$ cat src/rtl/sid_voice_mix.sv
// rtl/sid_voice_mix.sv - three-voice waveform x envelope amplitude mixer with a shared bit-serial multiplier
module sid_voice_mix (
    input  logic        clk,
    input  logic        iRstN,
    input  logic        clkEn,
    input  logic [11:0] iWave0,
    input  logic [11:0] iWave1,
    input  logic [11:0] iWave2,
    input  logic [7:0]  iEnv0,
    input  logic [7:0]  iEnv1,
    input  logic [7:0]  iEnv2,
    input  logic [2:0]  iMute,
    output logic [15:0] oSample,
    output logic        oValid,
    output logic        oBusy,
    output logic        oOverrun
);

    localparam logic [1:0] ST_IDLE = 2'd0;
    localparam logic [1:0] ST_MUL  = 2'd1;
    localparam logic [1:0] ST_OUT  = 2'd2;

    logic [1:0]         state;
    logic [1:0]         voice;
    logic [2:0]         bit_idx;
    logic signed [21:0] acc;

    logic [11:0] wave0_sh, wave1_sh, wave2_sh;
    logic [7:0]  env0_sh, env1_sh, env2_sh;
    logic [2:0]  mute_sh;

    logic [11:0]        wave_cur;
    logic [7:0]         env_cur;
    logic               mute_cur;
    logic signed [11:0] s_cur;
    logic signed [21:0] addend;

    always_comb begin
        wave_cur = wave0_sh;
        env_cur  = env0_sh;
        mute_cur = mute_sh[0];
        case (voice)
            2'd1: begin
                wave_cur = wave1_sh;
                env_cur  = env1_sh;
                mute_cur = mute_sh[1];
            end
            2'd2: begin
                wave_cur = wave2_sh;
                env_cur  = env2_sh;
                mute_cur = mute_sh[2];
            end
            default: ;
        endcase
    end

    // Offset-binary to two's complement: flipping the MSB subtracts the 0x800 midpoint.
    assign s_cur = {~wave_cur[11], wave_cur[10:0]};

    always_comb begin
        addend = '0;
        if (env_cur[bit_idx] && !mute_cur)
            addend = {{10{s_cur[11]}}, s_cur} <<< bit_idx;
    end

    assign oBusy = (state != ST_IDLE);

    always_ff @(posedge clk or negedge iRstN) begin
        if (!iRstN) begin
            state    <= ST_IDLE;
            voice    <= '0;
            bit_idx  <= '0;
            acc      <= '0;
            wave0_sh <= '0;
            wave1_sh <= '0;
            wave2_sh <= '0;
            env0_sh  <= '0;
            env1_sh  <= '0;
            env2_sh  <= '0;
            mute_sh  <= '0;
            oSample  <= '0;
            oValid   <= 1'b0;
            oOverrun <= 1'b0;
        end else begin
            oValid <= 1'b0;
            if (clkEn && state != ST_IDLE)
                oOverrun <= 1'b1;
            case (state)
                ST_IDLE: begin
                    if (clkEn) begin
                        wave0_sh <= iWave0;
                        wave1_sh <= iWave1;
                        wave2_sh <= iWave2;
                        env0_sh  <= iEnv0;
                        env1_sh  <= iEnv1;
                        env2_sh  <= iEnv2;
                        mute_sh  <= iMute;
                        acc      <= '0;
                        voice    <= '0;
                        bit_idx  <= '0;
                        state    <= ST_MUL;
                    end
                end
                ST_MUL: begin
                    acc     <= acc + addend;
                    bit_idx <= bit_idx + 3'd1;
                    if (bit_idx == 3'd7) begin
                        if (voice == 2'd2)
                            state <= ST_OUT;
                        else
                            voice <= voice + 2'd1;
                    end
                end
                ST_OUT: begin
                    oSample <= acc[21:6];
                    oValid  <= 1'b1;
                    state   <= ST_IDLE;
                end
                default: state <= ST_IDLE;
            endcase
        end
    end

endmodule
$ cat config.mk
export PLATFORM = sky130hd
export DESIGN_NAME = sid_voice_mix
export DESIGN_NICKNAME = d
export VERILOG_FILES = /design/src/rtl/sid_voice_mix.sv
export SDC_FILE = /design/constraint.sdc
export NUM_CORES = 1
export LEC_CHECK = 0
export ABC_AREA = 1
export ABC_CLOCK_PERIOD_IN_PS = 6300
export BUFFER_PORTS_ARGS = -buffer_cell sky130_fd_sc_hd__buf_2
export CAP_MARGIN = 5
export CORE_AREA = 3 3 111 113
export CTS_CLUSTER_DIAMETER = 100
export DETAILED_ROUTE_END_ITERATION = 12
export DIE_AREA = 0 0 114 116
export GPL_TIMING_DRIVEN = 0
export PLACE_DENSITY = 0.78
export SYNTH_ARGS = -nofsm -noshare
export SYNTH_HDL_FRONTEND = slang
export SYNTH_SLANG_ARGS = --single-unit
$ cat constraint.sdc
create_clock -name clk -period 6.3 [get_ports clk]
set_input_delay 0.63 -clock clk [delete_from_list [all_inputs] [get_ports clk]]
set_output_delay 0.63 -clock clk [all_outputs]
set_load 0.01 [all_outputs]
### Word level (Yosys, flattened, before mapping)

Index checks and enable logic that the tools add are counted.

| cells by class | value |
|---|---|
| add/subtract/negate cells | 3 |
| $lt $le $gt $ge | 1 |
| equality and inequality tests | 9 |
| shifts and indexed selects | 1 |
| muxes and demuxes | 19 |
| bitwise logic cells | 1 |
| reduce and logical (&&, ||, !) cells | 10 |

Operator list:

| cell | count |
|---|---|
| 22-bit 2-to-1 mux | 2 |
| 22-bit case mux with 2 select lines | 1 |
| 12-bit case mux with 2 select lines | 1 |
| 22-bit adder | 1 |
| 22-bit by 3-bit <<< shifter with 22-bit output | 1 |
| 8-bit case mux with 2 select lines | 1 |
| 2-bit 2-to-1 mux | 6 |
| 2-bit != test (second input constant) | 4 |
| 2-bit case mux with 2 select lines | 2 |
| 3-bit case mux with 2 select lines | 1 |
| 2-bit by 1-bit equality test with 1-bit output (second input constant) | 2 |
| 2-bit equality test (second input constant) | 2 |
| 3-bit by 4-bit < comparator with 1-bit output (second input constant) | 1 |
| 2-bit AND reduction | 2 |
| 4-bit AND reduction | 1 |
| 2-bit nonzero test | 2 |
| 3-bit by 1-bit adder with 3-bit output (second input constant) | 1 |
| 1-bit binary-select mux with 3-bit select | 1 |
| 3-bit equality test (second input constant) | 1 |
| 3-bit 2-to-1 mux | 1 |
| 3-bit AND reduction | 1 |
| 2-bit by 1-bit adder with 2-bit output (second input constant) | 1 |
| 1-bit logical AND | 2 |
| 2-bit logical NOT | 1 |
| other kinds (4) | 5 |

| storage, ports and cells | value |
|---|---|
| register bits | 110 |
| bits of input ports | 66 |
| output and inout bits | 19 |
| word-level logic and storage cells | 58 |

### Longest topological paths before layout

Gate-level depths: netlist (run 1).

| depth | value |
|---|---|
| word-level depth | 8 |
| depth in mapped cells | 25 |
| mapped depth without buffers | 24 |

### Worst setup path after synthesis (run 1)

No wires, ideal clock.

| path | value |
|---|---|
| path type | reg2reg |
| start | reg voice[0] |
| end | reg acc[21] |
| setup time | 0.118 ns |
| arrival time | 2.948 ns |
| required time | 6.182 ns |
| slack | 3.234 ns |
| stages on the path, launching flop included | 21 |
| path buffers | 1 |
| clock period less this slack | 3.066 ns |
| path through | dfrtp_1 > inv_1 > ha_1 > inv_1 > buf_2 > nand3_1 > o21ai_0 > mux2i_1 > o21ai_0 > nor2_1 > ha_1 > a21oi_1 > nand2_1 > a21boi_0 > o21ai_2 > nand2_1 > nand2_1 > inv_1 > nand3_1 > nand3_1 > nand2_1 |

| on the way | value |
|---|---|
| word-level cells in the longest chain between the ends | 8 |
| elaborated cells on any way between the ends | 14 |
| those cells by class | add/sub (1); eq/ne (2); shift (1); mux (7); bitwise (1); reduce/logical (2) |

RTL lines:

| element | RTL line | source |
|---|---|---|
| start, declared | 24 | `logic [1:0] voice;` |
| start signal, assigned | 111 | `voice <= voice + 2'd1;` |
| 2-bit equality test / 2-bit by 1-bit equality test with 1-bit output (equally long branches) | 42 | `case (voice)` |
| 8-bit case mux with 2 select lines | 42 |  |
| 1-bit binary-select mux with 3-bit select | 62 | `if (env_cur[bit_idx] && !mute_cur)` |
| 1-bit 2-to-1 mux (not written as such) | 62 |  |
| 1-bit logical AND | 62 |  |
| 22-bit 2-to-1 mux (*) | 62 |  |
| 22-bit adder (*) | 105 | `acc <= acc + addend;` |
| 22-bit case mux with 2 select lines (*) | 88 | `case (state)` |
| end signal, assigned | 105 |  |
| end, declared | 26 | `logic signed [21:0] acc;` |

Mark *: on every way between the ends. The rest lies on a longest branch, timed or not. The select of a mux whose other input is x is not followed.
A chain may end at the register's enable or synchronous reset.

### Final worst setup path (run 1)

| path | value |
|---|---|
| start | reg voice[0] |
| end | reg acc[18] |

The elaborated chain is that of the path after synthesis.

==> flow_summary.json, run 1 <==
{
  "slowest_delay_ns": 0.40,
  "ys_seq_elements": 110,
  "critPathLaunch": "voice[0]$_DFFE_PN0P_",
  "grt_pass1_wl_mm": 26.5,
  "path_clk_slew_ns": 0.07,
  "cts_tree": "done",
  "core_um2": 11400,
  "synth-edff-count": 0,
  "track_usage": 0.256,
  "postCtsSetupBuffers": 0,
  "synth.area.top_cells": "dfrtp_1 44%, nand2_1 21%, o21ai_0 6.8%",
  "reg2reg_from": "voice[0]$_DFFE_PN0P_",
  "skew_ns": 0.00798,
  "ff2ff_path_depth": 21,
  "dp_cells": 1091,
  "min_period_over_period": 0.608,
  "max_freq_mhz": 261,
  "wl_per_cell_um": 14.5,
  "path_class": "flop to flop",
  "async_reset_ff_frac": 1.00,
  "cpMaxStageDelayCell": "dfrtp_1",
  "fin_util": 0.634,
  "synth_cell_type_count": 40,
  "cp-endpoint": "acc[18]$_DFFE_PN0P_",
  "r2r-end": "acc[18]$_DFFE_PN0P_",
  "total_leakage_power_nw": 3.84,
  "holdBufCountCts": 0,
  "vias_per_cell": 5.25,
  "die-area_um2": 13200,
  "status": "finished, final reports clean",
  "timing.hold.ws_ns": 0.230,
  "final_common_cell": "nand2_1",
  "fillerInstances": 1105,
  "synth_top_area_share": 0.437,
  "die_w_um": 114,
  "ys_warn_count": 0,
  "path_max_fanout": 10,
  "grt_pass1_vias": 5557,
  "reg2reg_slack_ns": 2.47,
  "cp_cell_sequence": "inv_1 > ha_1 > inv_1 > buf_2 > nand3_1 > o21ai_1 > inv_1 > nand2_1 > o21ai_0 > o21ai_1 > nand2_1 > nand3_1 > inv_1 > ha_1 > nand2_1 > nor3b_1 > nand4_1 > nand3_1 > a21oi_1 > o21ai_0 > o21ai_0",
  "final_cell_mix": "352 x nand2_1, 110 x dfrtp_1, 96 x buf_2",
  "setup_violations": 0,
  "num_vias": 5809,
  "synth_area_per_cell_um2": 7.29,
  "rsz0062_at_grt": "false",
  "crit_top_cell": "inv_1",
  "pin_count": 85,
  "min_path_type": "primary input to asynchronous set/reset pin",
  "grt_max_degree": 73,
  "cts.sinks": 110,
  "finalCriticalPeriod_ns": 3.83,
  "wl_mm": 16.0,
  "ys.flop_type": "dfrtp_1",
  "drive_gt1_frac": 0.138,
  "rows": 39,
  "cts_resized": 0,
  "diodes": 0,
  "cp.arrival_ns": 4.05,
  "yosys.area.top_type": "dfrtp_1",
  "slew_headroom": 0.551,
  "dp_hpwl_mm": 12.3,
  "dr.first_iter.drc_count": 330,
  "cp.required_ns": 6.52,
  "grt-ovfl-total": 0,
  "ant_nets": 0,
  "maxCapViolations": 0,
  "p_per_area_nw_per_um2": 575,
  "setup.worst_path.end_class": "flop",
  "syn_nets": 955,
  "syn_area_um2": 6290,
  "yosysSeqAreaShare": 0.437,
  "clkLatencyLatePin_ns": 0.36,
  "synthCells": 863,
  "drc_errors": 0,
  "hold_violations": 0,
  "syn_to_final_growth_pct": 15.1,
  "cts-root-buf": "clkbuf_16",
  "start_kind": "flop",
  "io_buffers": 84,
  "final-instance-count-excl-fill": 1106,
  "nets": 1051,
  "cts_buffers": 9,
  "start_util": 0.551,
  "gp_congestion": 0.984,
  "max-vdd-ir-drop_v": 0.000355,
  "antenna_found_initial": 0,
  "dieHeight_um": 116,
  "worst_slew_pin_slew_ns": 0.674,
  "firstDrtPassIters": 5,
  "cts_max_path_buffers": 2,
  "cts_max_level": 3,
  "fin_tns_setup_ns": 0,
  "slew_violations": 0
}
registers in the layout, summed over array words and instances, names as in the netlist:
name,flops
mute_sh,3
oValid,1
state,2
env2_sh,8
wave2_sh,12
bit_idx,3
oSample,16
env0_sh,8
env1_sh,8
wave0_sh,12
wave1_sh,12
voice,2
oOverrun,1
acc,22
stage by stage:
step                      cell area [um2]  power (mW)  setup WS [ns]
final                                7240        4.16           2.47
after global placement               6890        3.47           2.57
after floorplan                      6290        2.89           3.23
after CTS                            7240        4.16           2.51
after global routing                 7240        4.55           2.12
after detailed placement             6920        3.52           2.54
final cells by class:
class,instances,area [um2],share of cell area
Buffer,35,174,0.0240
Multi-Input combinational cell,649,3110,0.429
Clock buffer,9,225,0.0311
Sequential cell,110,2750,0.380
Clock inverter,6,93.8,0.0130
Tap cell,143,179,0.0247
Timing Repair Buffer,85,450,0.0622
Inverter,69,259,0.0358
cell families (layout without fill, tap and decap cells):
group / count (synthesis) / in the layout / synth area share
DFF: 110 / 110 / 0.437
buffers and inverters: 104 / 204 / 0.0688
xor gates and xnor gates: 6 / 6 / 0.00835
adders and majority gates: 26 / 26 / 0.0529
and+or+nand+nor: 461 / 461 / 0.294
muxes: 3 / 3 / 0.00477
AOI/OAI and AO/OA: 153 / 153 / 0.134
power by group:
| group | total, mW | internal (mW) | switching [mW] |
|---|---|---|---|
| registers | 1.20 | 1.02 | 0.175 |
| logic | 2.34 | 0.787 | 1.56 |
| clock network | 0.620 | 0.350 | 0.270 |
| total | 4.16 | 2.16 | 2.00 |
synth_stat cells, types with 4 or more instances:
library cell  instances
a211oi_2              4
nand2_1             352
nor2_1               45
ha_1                 25
dfrtp_1             110
inv_1                65
buf_2                13
o21ai_1               6
a21oi_1              36
nand3_1              46
o22ai_1               8
o21ai_0              85
clkbuf_1             17
worst max-delay path: cells and delay by family, from the launching register on:
| kind | cells | cell delay (ns) |
|---|---|---|
| AND/OR/NAND/NOR | 8 | 1.08 |
| AO/OA/AOI/OAI | 6 | 0.82 |
| adder cells (fa/ha/maj) | 2 | 0.72 |
| buffers and inverters | 5 | 0.66 |
| flip-flops | 1 | 0.40 |
how the worst min path moves through the flow:
| stage | cells past startpoint | end | start |
|---|---|---|---|
| 6_report | 1 | env1_sh[4]$_DFFE_PN0P_ | iRstN |
| 3_3_place_gp | 2 | wave0_sh[3]$_DFFE_PN0P_ | wave0_sh[3]$_DFFE_PN0P_ |
| 4_1_cts | 1 | acc[11]$_DFFE_PN0P_ | iRstN |
| 3_5_place_dp | 2 | wave1_sh[8]$_DFFE_PN0P_ | wave1_sh[8]$_DFFE_PN0P_ |
| 2_1_floorplan | 0 | acc[0]$_DFFE_PN0P_ | iRstN |
| 5_1_grt | 1 | env1_sh[4]$_DFFE_PN0P_ | iRstN |
metal layers:
metal / routed length [um] / global-route usage / vias up
met1: 7400 / 0.337 / 2636
met4: 465 / 0.105 / 0
met5: 0 / 0 / -
li1: - / - / 2970
met2: 7200 / 0.408 / 165
met3: 941 / 0.0616 / 38
(Power assumes the default switching activity.)
==> run 2, diff against run 1 <==
- ABC_CLOCK_PERIOD_IN_PS: 6300 -> 3430
- CORE_AREA: 3 3 111 113 -> 3 3 113 115
- DIE_AREA: 0 0 114 116 -> 0 0 116 118
- PLACE_DENSITY: 0.78 -> 0.79
- clock period: 6.3 -> 3.43 ns (I/O delays scaled with it)
==> run 2 against run 1 <==
Net effect: via count is 5.3% higher; cell count rose by 1.7%; hold slack got worse by 0.15 ns; flip-flop and latch count did not move; first-iteration DRC count grew 40%; sequential power is 86% higher; die area is 3.5% higher; sequential share of layout area shrank 3.1 points; total power increased by 110%; cell area increased by 8.8%; largest cell class unchanged.
==> flow_summary.json, run 2 (synthesized netlist as in run 1, its figures left out) <==
{
  "status": "finished, final reports clean",
  "rsz0062_at_grt": "true",
  "grt_pass1_vias": 5792,
  "dr.first_iter.drc_count": 461,
  "top_regs": "acc (22), oSample (16)",
  "slew_violations": 0,
  "min_period_over_period": 0.989,
  "timing.hold.ws_ns": 0.0821,
  "grt-ovfl-total": 0,
  "power.total_mw": 8.68,
  "min_path_type": "primary input to asynchronous set/reset pin",
  "final-instance-count-excl-fill": 1125,
  "vias_per_cell": 5.44,
  "grt_pass1_wl_mm": 27.1,
  "num_vias": 6119,
  "final_common_cell": "nand2_1",
  "fillerInstances": 1011,
  "path_class": "flop to flop",
  "final_area_um2": 7880,
  "dp_hpwl_mm": 12.4,
  "post_dp_cell_area_um2": 6930,
  "final_cell_mix": "334 x nand2_1, 108 x dfrtp_1, 92 x buf_2",
  "gp_congestion": 0.942,
  "skew_ns": 0.0136,
  "seq_area_um2": 2760,
  "pin_count": 85,
  "max-vdd-ir-drop_v": 0.000569,
  "dp_cells": 1095,
  "path_clk_slew_ns": 0.08,
  "grt_max_degree": 66,
  "start_kind": "flop",
  "io_buffers": 84,
  "largest_register_ffs": 22,
  "cts-root-buf": "clkbuf_16",
  "cp.required_ns": 3.68,
  "hold_violations": 0,
  "regMostFlops": "acc",
  "track_usage": 0.248,
  "path_max_fanout": 10,
  "drive_gt1_frac": 0.236,
  "slew_headroom": 0.439,
  "drc_errors": 0,
  "max_freq_mhz": 295,
  "nets": 1065,
  "total_leakage_power_nw": 4.03,
  "setup_violations": 0,
  "cts_max_level": 3,
  "syn_to_final_growth_pct": 25.2,
  "diodes": 0,
  "cts_tree": "done",
  "rows": 40,
  "start_util": 0.528,
  "holdBufCountCts": 0,
  "cts_max_path_buffers": 2,
  "setup.worst_path.end_class": "flop",
  "die_w_um": 116,
  "multi_input_area_um2": 3550,
  "fin_util": 0.662,
  "die-area_um2": 13700,
  "firstDrtPassIters": 5,
  "core_um2": 11900,
  "cp.arrival_ns": 3.64,
  "dieHeight_um": 118,
  "worst_slew_pin_slew_ns": 0.841,
  "antenna_found_initial": 0,
  "maxCapViolations": 0,
  "finalCriticalPeriod_ns": 3.39,
  "cts_buffers": 9,
  "wl_per_cell_um": 15.5,
  "ant_nets": 0,
  "cts.sinks": 110,
  "wl_mm": 17.5,
  "p_per_area_nw_per_um2": 1100,
  "clkLatencyLatePin_ns": 0.37
}
==> run 2: cell count changes in the layout (fill, tap and decap cells not counted), moves of 11 or more <==
| cell | before | now |
|---|---|---|
| o21ai_2 | 1 | 13 |
| nand2_2 | 2 | 18 |
| o21ai_1 | 6 | 23 |
| a21oi_2 | 0 | 12 |
| a21oi_1 | 36 | 20 |
| nand2_1 | 352 | 334 |
| buf_4 | 2 | 13 |
| o21ai_0 | 85 | 55 |
==> run 2: power by group <==
| group | switching, mW | internal [mW] |
|---|---|---|
| Clock | 0.526 | 0.600 |
| Combinational | 3.36 | 1.96 |
| Sequential | 0.353 | 1.88 |
| Total | 4.24 | 4.44 |
==> run 2: cell type report <==
cell class / instances / share of cell area
Clock buffer: 10 / 0.0303
Multi-Input combinational cell: 649 / 0.451
Inverter: 69 / 0.0335
Sequential cell: 110 / 0.350
Clock inverter: 6 / 0.00984
Timing Repair Buffer: 99 / 0.0754
Buffer: 35 / 0.0273
Tap cell: 147 / 0.0233
==> run 2: what timing repair did <==
item / 4_1_cts / 5_1_grt
pin swaps: 2 / 34
hold endpoints to repair: 0 / 0
cloned: 0 / 2
setup buffers: 2 / 10
resized for setup: 21 / 128
endpoints found under the setup margin: 16 / 17
==> run 2: stage by stage <==
stage                     setup TNS (ns)  setup slack (ns)
after detailed placement           -2.81            -0.381
after floorplan                        0             0.364
final                                  0            0.0378
after CTS                         -0.142           -0.0676
after global placement             -2.39            -0.391
after global routing              -0.409           -0.0690
==> run 2: critical path: stages (launching register included) <==
cell and delay (ns):
dfrtp_2 0.44, ha_4 0.21, buf_8 0.15, clkbuf_16 0.15
buf_4 0.13, a21oi_2 0.15, nand3_2 0.12, nand2_4 0.12
inv_2 0.06, buf_6 0.15, a211oi_2 0.32, ha_4 0.28
a21oi_2 0.16, o21ai_0 0.14, a21oi_2 0.17, o21ai_4 0.10
nand2_1 0.08, nand2_2 0.07, inv_1 0.07, nand3_1 0.07
nand3_1 0.07, nand2_1 0.05
==> run 2: worst paths after layout <==
| path | slack (ns) | cells past startpoint | to | from |
|---|---|---|---|---|
| worst max register to register | 0.04 | 21 | acc[21]$_DFFE_PN0P_ | voice[1]$_DFFE_PN0P_ |
| worst min register to register | 0.47 | 2 | oSample[10]$_DFFE_PN0P_ | oSample[10]$_DFFE_PN0P_ |
| max in group asynchronous | 2.62 | 2 | acc[5]$_DFFE_PN0P_ | iRstN |
| worst min-delay path | 0.08 | 1 | wave2_sh[11]$_DFFE_PN0P_ | iRstN |
| worst max-delay path | 0.04 | 21 | acc[21]$_DFFE_PN0P_ | voice[1]$_DFFE_PN0P_ |
| min in group clk | 0.17 | 3 | wave1_sh[9]$_DFFE_PN0P_ | iWave1[9] |
==> run 2: routing by layer <==
layer / wire length (um) / global-route usage / vias to the layer above
li1: - / - / 3001
met5: 0 / 0 / -
met3: 1080 / 0.0535 / 44
met4: 685 / 0.105 / 0
met2: 8110 / 0.385 / 227
met1: 7590 / 0.334 / 2847
